===== config.mk =====
export PLATFORM = sky130hd
export DESIGN_NAME = mul_alu_pipe
export DESIGN_NICKNAME = d
export VERILOG_FILES = /design/src/rtl/mul_alu_pipe.sv
export SDC_FILE = /design/constraint.sdc
export NUM_CORES = 1
export LEC_CHECK = 0
export ABC_AREA = 1
export CORE_MARGIN = 3
export CORE_UTILIZATION = 45
export CTS_CLUSTER_SIZE = 14
export DETAILED_ROUTE_END_ITERATION = 7
export REMOVE_ABC_BUFFERS = 1
export SLEW_MARGIN = 20
export SYNTH_ARGS = -nofsm -noshare
export SYNTH_HDL_FRONTEND = slang
export SYNTH_SLANG_ARGS = --single-unit

===== constraint.sdc =====
create_clock -name clk -period 9.75 [get_ports clk]
set_input_delay 1.95 -clock clk [delete_from_list [all_inputs] [get_ports clk]]
set_output_delay 1.95 -clock clk [all_outputs]
set_load 0.02 [all_outputs]

===== src/rtl/mul_alu_pipe.sv =====
// Fully pipelined WIDTH x WIDTH multiplier with valid/ready handshake and tag pass-through.
// Operands are captured on accept; the product is formed after capture and then travels LAT-1 further stages.
module mul_alu_pipe #(
  parameter int unsigned WIDTH = 8,
  parameter int unsigned LAT   = 4,
  parameter int unsigned TAG_W = 4
) (
  input  logic                 clk,
  input  logic                 rst_n,
  input  logic                 in_valid,
  output logic                 in_ready,
  input  logic [WIDTH-1:0]     a,
  input  logic [WIDTH-1:0]     b,
  input  logic [1:0]           mode,
  input  logic [TAG_W-1:0]     in_tag,
  output logic                 out_valid,
  input  logic                 out_ready,
  output logic [2*WIDTH-1:0]   result,
  output logic [TAG_W-1:0]     out_tag,
  output logic                 busy
);

  localparam int unsigned PW = 2 * WIDTH;

  logic             en;
  logic [LAT:0]     vld_q;
  logic [WIDTH-1:0] a_q;
  logic [WIDTH-1:0] b_q;
  logic [1:0]       mode_q;
  logic [TAG_W-1:0] tag_q  [0:LAT];
  logic [PW-1:0]    prod_q [1:LAT];

  logic          a_sx;
  logic          b_sx;
  logic [PW-1:0] a_ext;
  logic [PW-1:0] b_ext;
  logic [PW-1:0] prod_c;

  // Extend both operands to full product width; mode 11 falls through as unsigned.
  always_comb begin
    a_sx   = ((mode_q == 2'b01) || (mode_q == 2'b10)) && a_q[WIDTH-1];
    b_sx   = (mode_q == 2'b01) && b_q[WIDTH-1];
    a_ext  = {{WIDTH{a_sx}}, a_q};
    b_ext  = {{WIDTH{b_sx}}, b_q};
    prod_c = a_ext * b_ext;
  end

  assign en        = !out_valid || out_ready;
  assign in_ready  = en;
  assign out_valid = vld_q[LAT];
  assign result    = prod_q[LAT];
  assign out_tag   = tag_q[LAT];
  assign busy      = |vld_q;

  // Whole pipeline shifts together (bubbles included) whenever the output can move.
  always_ff @(posedge clk) begin
    if (!rst_n) begin
      vld_q  <= '0;
      a_q    <= '0;
      b_q    <= '0;
      mode_q <= '0;
      for (int i = 0; i <= int'(LAT); i++) tag_q[i] <= '0;
      for (int i = 1; i <= int'(LAT); i++) prod_q[i] <= '0;
    end else if (en) begin
      vld_q     <= {vld_q[LAT-1:0], in_valid};
      a_q       <= a;
      b_q       <= b;
      mode_q    <= mode;
      tag_q[0]  <= in_tag;
      prod_q[1] <= prod_c;
      for (int i = 1; i <= int'(LAT); i++) tag_q[i] <= tag_q[i-1];
      for (int i = 2; i <= int'(LAT); i++) prod_q[i] <= prod_q[i-1];
    end
  end

endmodule


After elaboration in Yosys (flattened, before gate mapping)
Memories as Yosys holds them, arrays and structs flattened.
Index checks and enable logic that the tools add are counted.

cells by class
  reductions and logical operators = 6
  mux-type cells = 13
  equal/unequal tests = 2
  bitwise gates (word level) = 9
  $mul = 1

operators with widths
  cell                                                             number
  16-bit two-way mux                                               4
  4-bit two-way mux                                                5
  9-bit by 9-bit multiplier with 16-bit output                     1
  1-bit OR                                                         9
  5-bit OR reduction                                               1
  1-bit two-way mux                                                4
  2-bit by 1-bit == test with 1-bit output, second input constant  1
  2-bit == test, second input constant                             1
  1-bit logical AND                                                2
  1-bit logical OR                                                 2
  1-bit logical NOT                                                1

word-level totals
  bits of input ports = 26
  memories kept = 2
  bits in writable memories = 84
  register bits after elaboration = 23

memories
  name    words  bits a word  rd ports  clocked after Yosys merged registers in  write ports  line  RTL
  prod_q  4      16           4         0                                        4            31    logic [PW-1:0] prod_q [1:LAT];
  tag_q   5      4            5         0                                        5            30    logic [TAG_W-1:0] tag_q [0:LAT];

Longest topological paths before layout
  word-level depth = 6
  gate-level depth with buffers = 25
  depth with buffers taken out = 25

Worst setup path before layout
No wires, ideal clock.

  path type = input-to-reg
  from = input port out_ready
  to = register vld_q[4]
  cell stages on the path = 4
  required time = 9,464 ps
  arrival time = 4,796 ps
  path buffers = 1
  slack = 4,667 ps
  cells stage by stage = nor2_4 nand2_1 clkbuf_1 o21ai_0

between the ends
  longest elaborated chain between the ends = 1

ends and longest elaborated chain
  what                  line  RTL
  start, declared       17    input logic out_ready,
  1-bit logical OR      48    assign en = !out_valid || out_ready;
  end signal, assigned  65    vld_q <= {vld_q[LAT-1:0], in_valid};
  end, declared         26    logic [LAT:0] vld_q;

No other way between the ends.
A chain may end at the register's enable or synchronous reset.

Final worst setup path
  from = input port out_ready
  to = output port in_ready

between the ends
  longest elaborated chain between the ends = 1

ends and longest elaborated chain
  what              line  RTL
  1-bit logical OR  48
  end, declared     11    output logic in_ready,

No other way between the ends.

==> results.yml <==
status:
  status: "finished clean"
pwr:
  powerDensity_nw_per_um2: 132.2
  pwr-share-comb_pct: 15.9
  totalPowerFinal_mw: 1.043
  internal-power_mw: 0.7628
  leakagePower_nw: 3.934
  netSwitchingFraction_pct: 26.85
  p_switching_mw: 0.2799
  peakVddDrop_mv: 0.08328
  clkPwrFrac_pct: 32.5
  power_frac_seq_pct: 51.6
drt:
  wl_um: 11960
  via_per_inst: 4.469
  wire_per_inst_um: 11.75
  ant_nets: 0
  first_pass_iters: 4
  drt_iter0_drc: 274
  drc: 0
  vias: 4549
timing:
  setup_tns_ns: 0
  slew_headroom_pct: 37.84
  rsz0062_at_grt: "false"
  setup_violations: 0
  tightest_slew_ns: 0.9325
  final_max_slew_viol_count: 0
  skew_ns: 0.01234
  period_share_pct: 55.08
  max_freq_ghz: 0.1862
  timing.final.crit_period_ns: 5.370
  hold_viol: 0
hold_path:
  hold_path.class: "reg -> reg"
placement:
  numPortBuffers: 48
  dp_hpwl_um: 8754
  dpl.cell_count: 1002
  gp_congestion: 0.8307
clocking:
  ctsResizeCount: 0
  cts_tree: "built"
  h-tree-depth: 3
  cts_made_buffers: 9
  cts_setup_buffers: 0
  insertion_delay_ns: 0.35
  clock_sinks: 107
  clock_path_buffers: 2
  cts-hold-fix-buffers: 0
  clk_root_buffer_cell: "clkbuf_16"
  clk_pin_slew_ns: 0.07
die:
  fp-row-count: 45
  die_w_um: 132.0
  start_util_pct: 46.47
  dieArea_sq_um: 17420
  coreArea_sq_um: 15370
  die_y_um: 132.0
  num_io_pins: 49
synthesis:
  yosysUniqueCellTypes: 31
  synth_top_area_share_pct: 35.31
  postSynthCellCount: 790
  synth-edff-count: 84
  ys_ff_latch: 107
  ys_dominant_reg_cell: "edfxtp_1"
  ys_top_cells_by_area: "edfxtp_1 35%, fa_1 18%, inv_1 11%"
  mappedNetlistArea_sq_um: 7143
  async_flop_share_pct: 0
  ys_warn_count: 0
  ys_seq_area_share_pct: 41.76
  yosys.area.top_type: "edfxtp_1"
  syn_avg_cell_area_sq_um: 9.042
global_route:
  grt_start_max_net_pins: 80
  grt_antenna_before_repair: 0
  gr-total-overflow: 0
  grtUsageTotal_pct: 14.76
  grt_pass1_vias: 4456
  grt_pass1_wl_um: 20930
setup_path:
  timing.critical_path.max_delay_family: "buffers and inverters"
  arrival_ns: 3.42
  slowest_stage: "clkdlybuf4s50_1"
  cp_slowest_stage_delay_ns: 0.55
  cp_max_fo: 16
  worstPathBufferInverterCount: 3
  worstPathRequired_ns: 7.80
  crit_top_cell: "clkdlybuf4s50_1"
  worstSetupStartpointType: "primary input"
  crit_chain: "clkdlybuf4s50_1 > nor2_4 > inv_1 > clkdlybuf4s50_1"
  worstSetupPathType: "in -> out"
  end_kind: "primary output"
job:
  maxCapViolations: 0
cells_and_area:
  antennaDiodeCount: 0
  layout-drive-gt1-share_pct: 3.965
  layout_common_cells: "217 x inv_1, 143 x nand2_1, 96 x nor2_1"
  layout.nets: 925
  final_util_pct: 51.31
  instances_no_fill: 1018
  final_common_cell: "inv_1"
  area_delta_synth_final_pct: 10.42
[cell type report]
| type | instances | area, sq um |
|---|---|---|
| timing repair buffer | 50 | 495.5 |
| clock inverter | 6 | 50.05 |
| tap | 211 | 264.0 |
| clock buffer | 10 | 229.0 |
| fill | 1411 | 7483 |
| inverter | 222 | 833.3 |
| multi-input combinational | 412 | 3033 |
| sequential | 107 | 2983 |
[synth_stat cells (2+ instances only)]
master / count
inv_1: 217
nand2_1: 144
nor2_1: 96
edfxtp_1: 84
fa_1: 63
ha_1: 34
nand3_1: 25
dfxtp_1: 23
buf_4: 22
clkbuf_1: 16
o21ai_0: 14
a21oi_1: 11
buf_2: 7
inv_2: 5
nand2_2: 4
nor3_1: 4
buf_6: 3
o22ai_1: 3
nand4_1: 2
o21bai_1: 2
[power groups by stage]
stage          sequential, mW  combinational (mW)  clock (mW)
2_1_floorplan           0.545               0.118           0
3_3_place_gp            0.547               0.163           0
3_5_place_dp            0.548               0.167           0
4_1_cts                 0.538               0.169       0.351
5_1_grt                 0.542               0.195       0.369
6_report                0.538               0.166       0.339
[per-stage QoR]
stage | hold slack (ns) | instance area, sq um | setup slack [ns]
floorplan | 0.4523 | 6842 | 4.951
global route | 0.5106 | 7888 | 4.166
CTS | 0.4980 | 7888 | 4.362
global placement | 0.4667 | 7609 | 4.355
finish | 0.4941 | 7888 | 4.380
detailed placement | 0.4868 | 7609 | 4.365
[worst register-to-register path: cells and delay by family, from the launching register on]
kind	cells	cell delay [ns]
AOI/OAI and AO/OA	2	0.34
adders and majority gates	6	2.93
buffers and inverters	4	0.32
DFF	1	0.59
and+or+nand+nor	8	0.78
[metal layers]
| metal | global-route usage, % | share of wire (%) | vias to the layer above |
|---|---|---|---|
| li1 | - | - | 2339 |
| met1 | 19.86 | 46 | 2137 |
| met2 | 24.29 | 49 | 61 |
| met3 | 2.824 | 3.2 | 12 |
| met4 | 4.726 | 1.5 | 0 |
| met5 | 0 | 0 | - |
[path summary, 6_finish.rpt]
path / start / end / slack [ns] / cells past startpoint
setup / recovery: out_ready / in_ready / 4.38 / 4
hold / removal: mode_q[0] / mode_q[0] / 0.49 / 2
setup reg to reg: b_q[7] / prod_q[0][31] / 4.56 / 20
hold reg to reg: mode_q[0] / mode_q[0] / 0.49 / 2
[registers in the layout (all words and copies together) (netlist names)]
register,count
b_q,8
a_q,8
mode_q,2
prod_q,64
tag_q,20
vld_q,5
[logic make-up (layout without fill, tap and decap cells)]
logic type | count (synthesis) | after routing | share of synthesized area (%)
buffers and inverters | 271 | 288 | 15.89
AOI/OAI and AO/OA | 34 | 34 | 2.627
adders and majority gates | 97 | 97 | 23.61
and+or+nand+nor | 281 | 281 | 16.12
DFF | 107 | 107 | 41.76
Note: power is estimated with default switching activity, not from simulation.
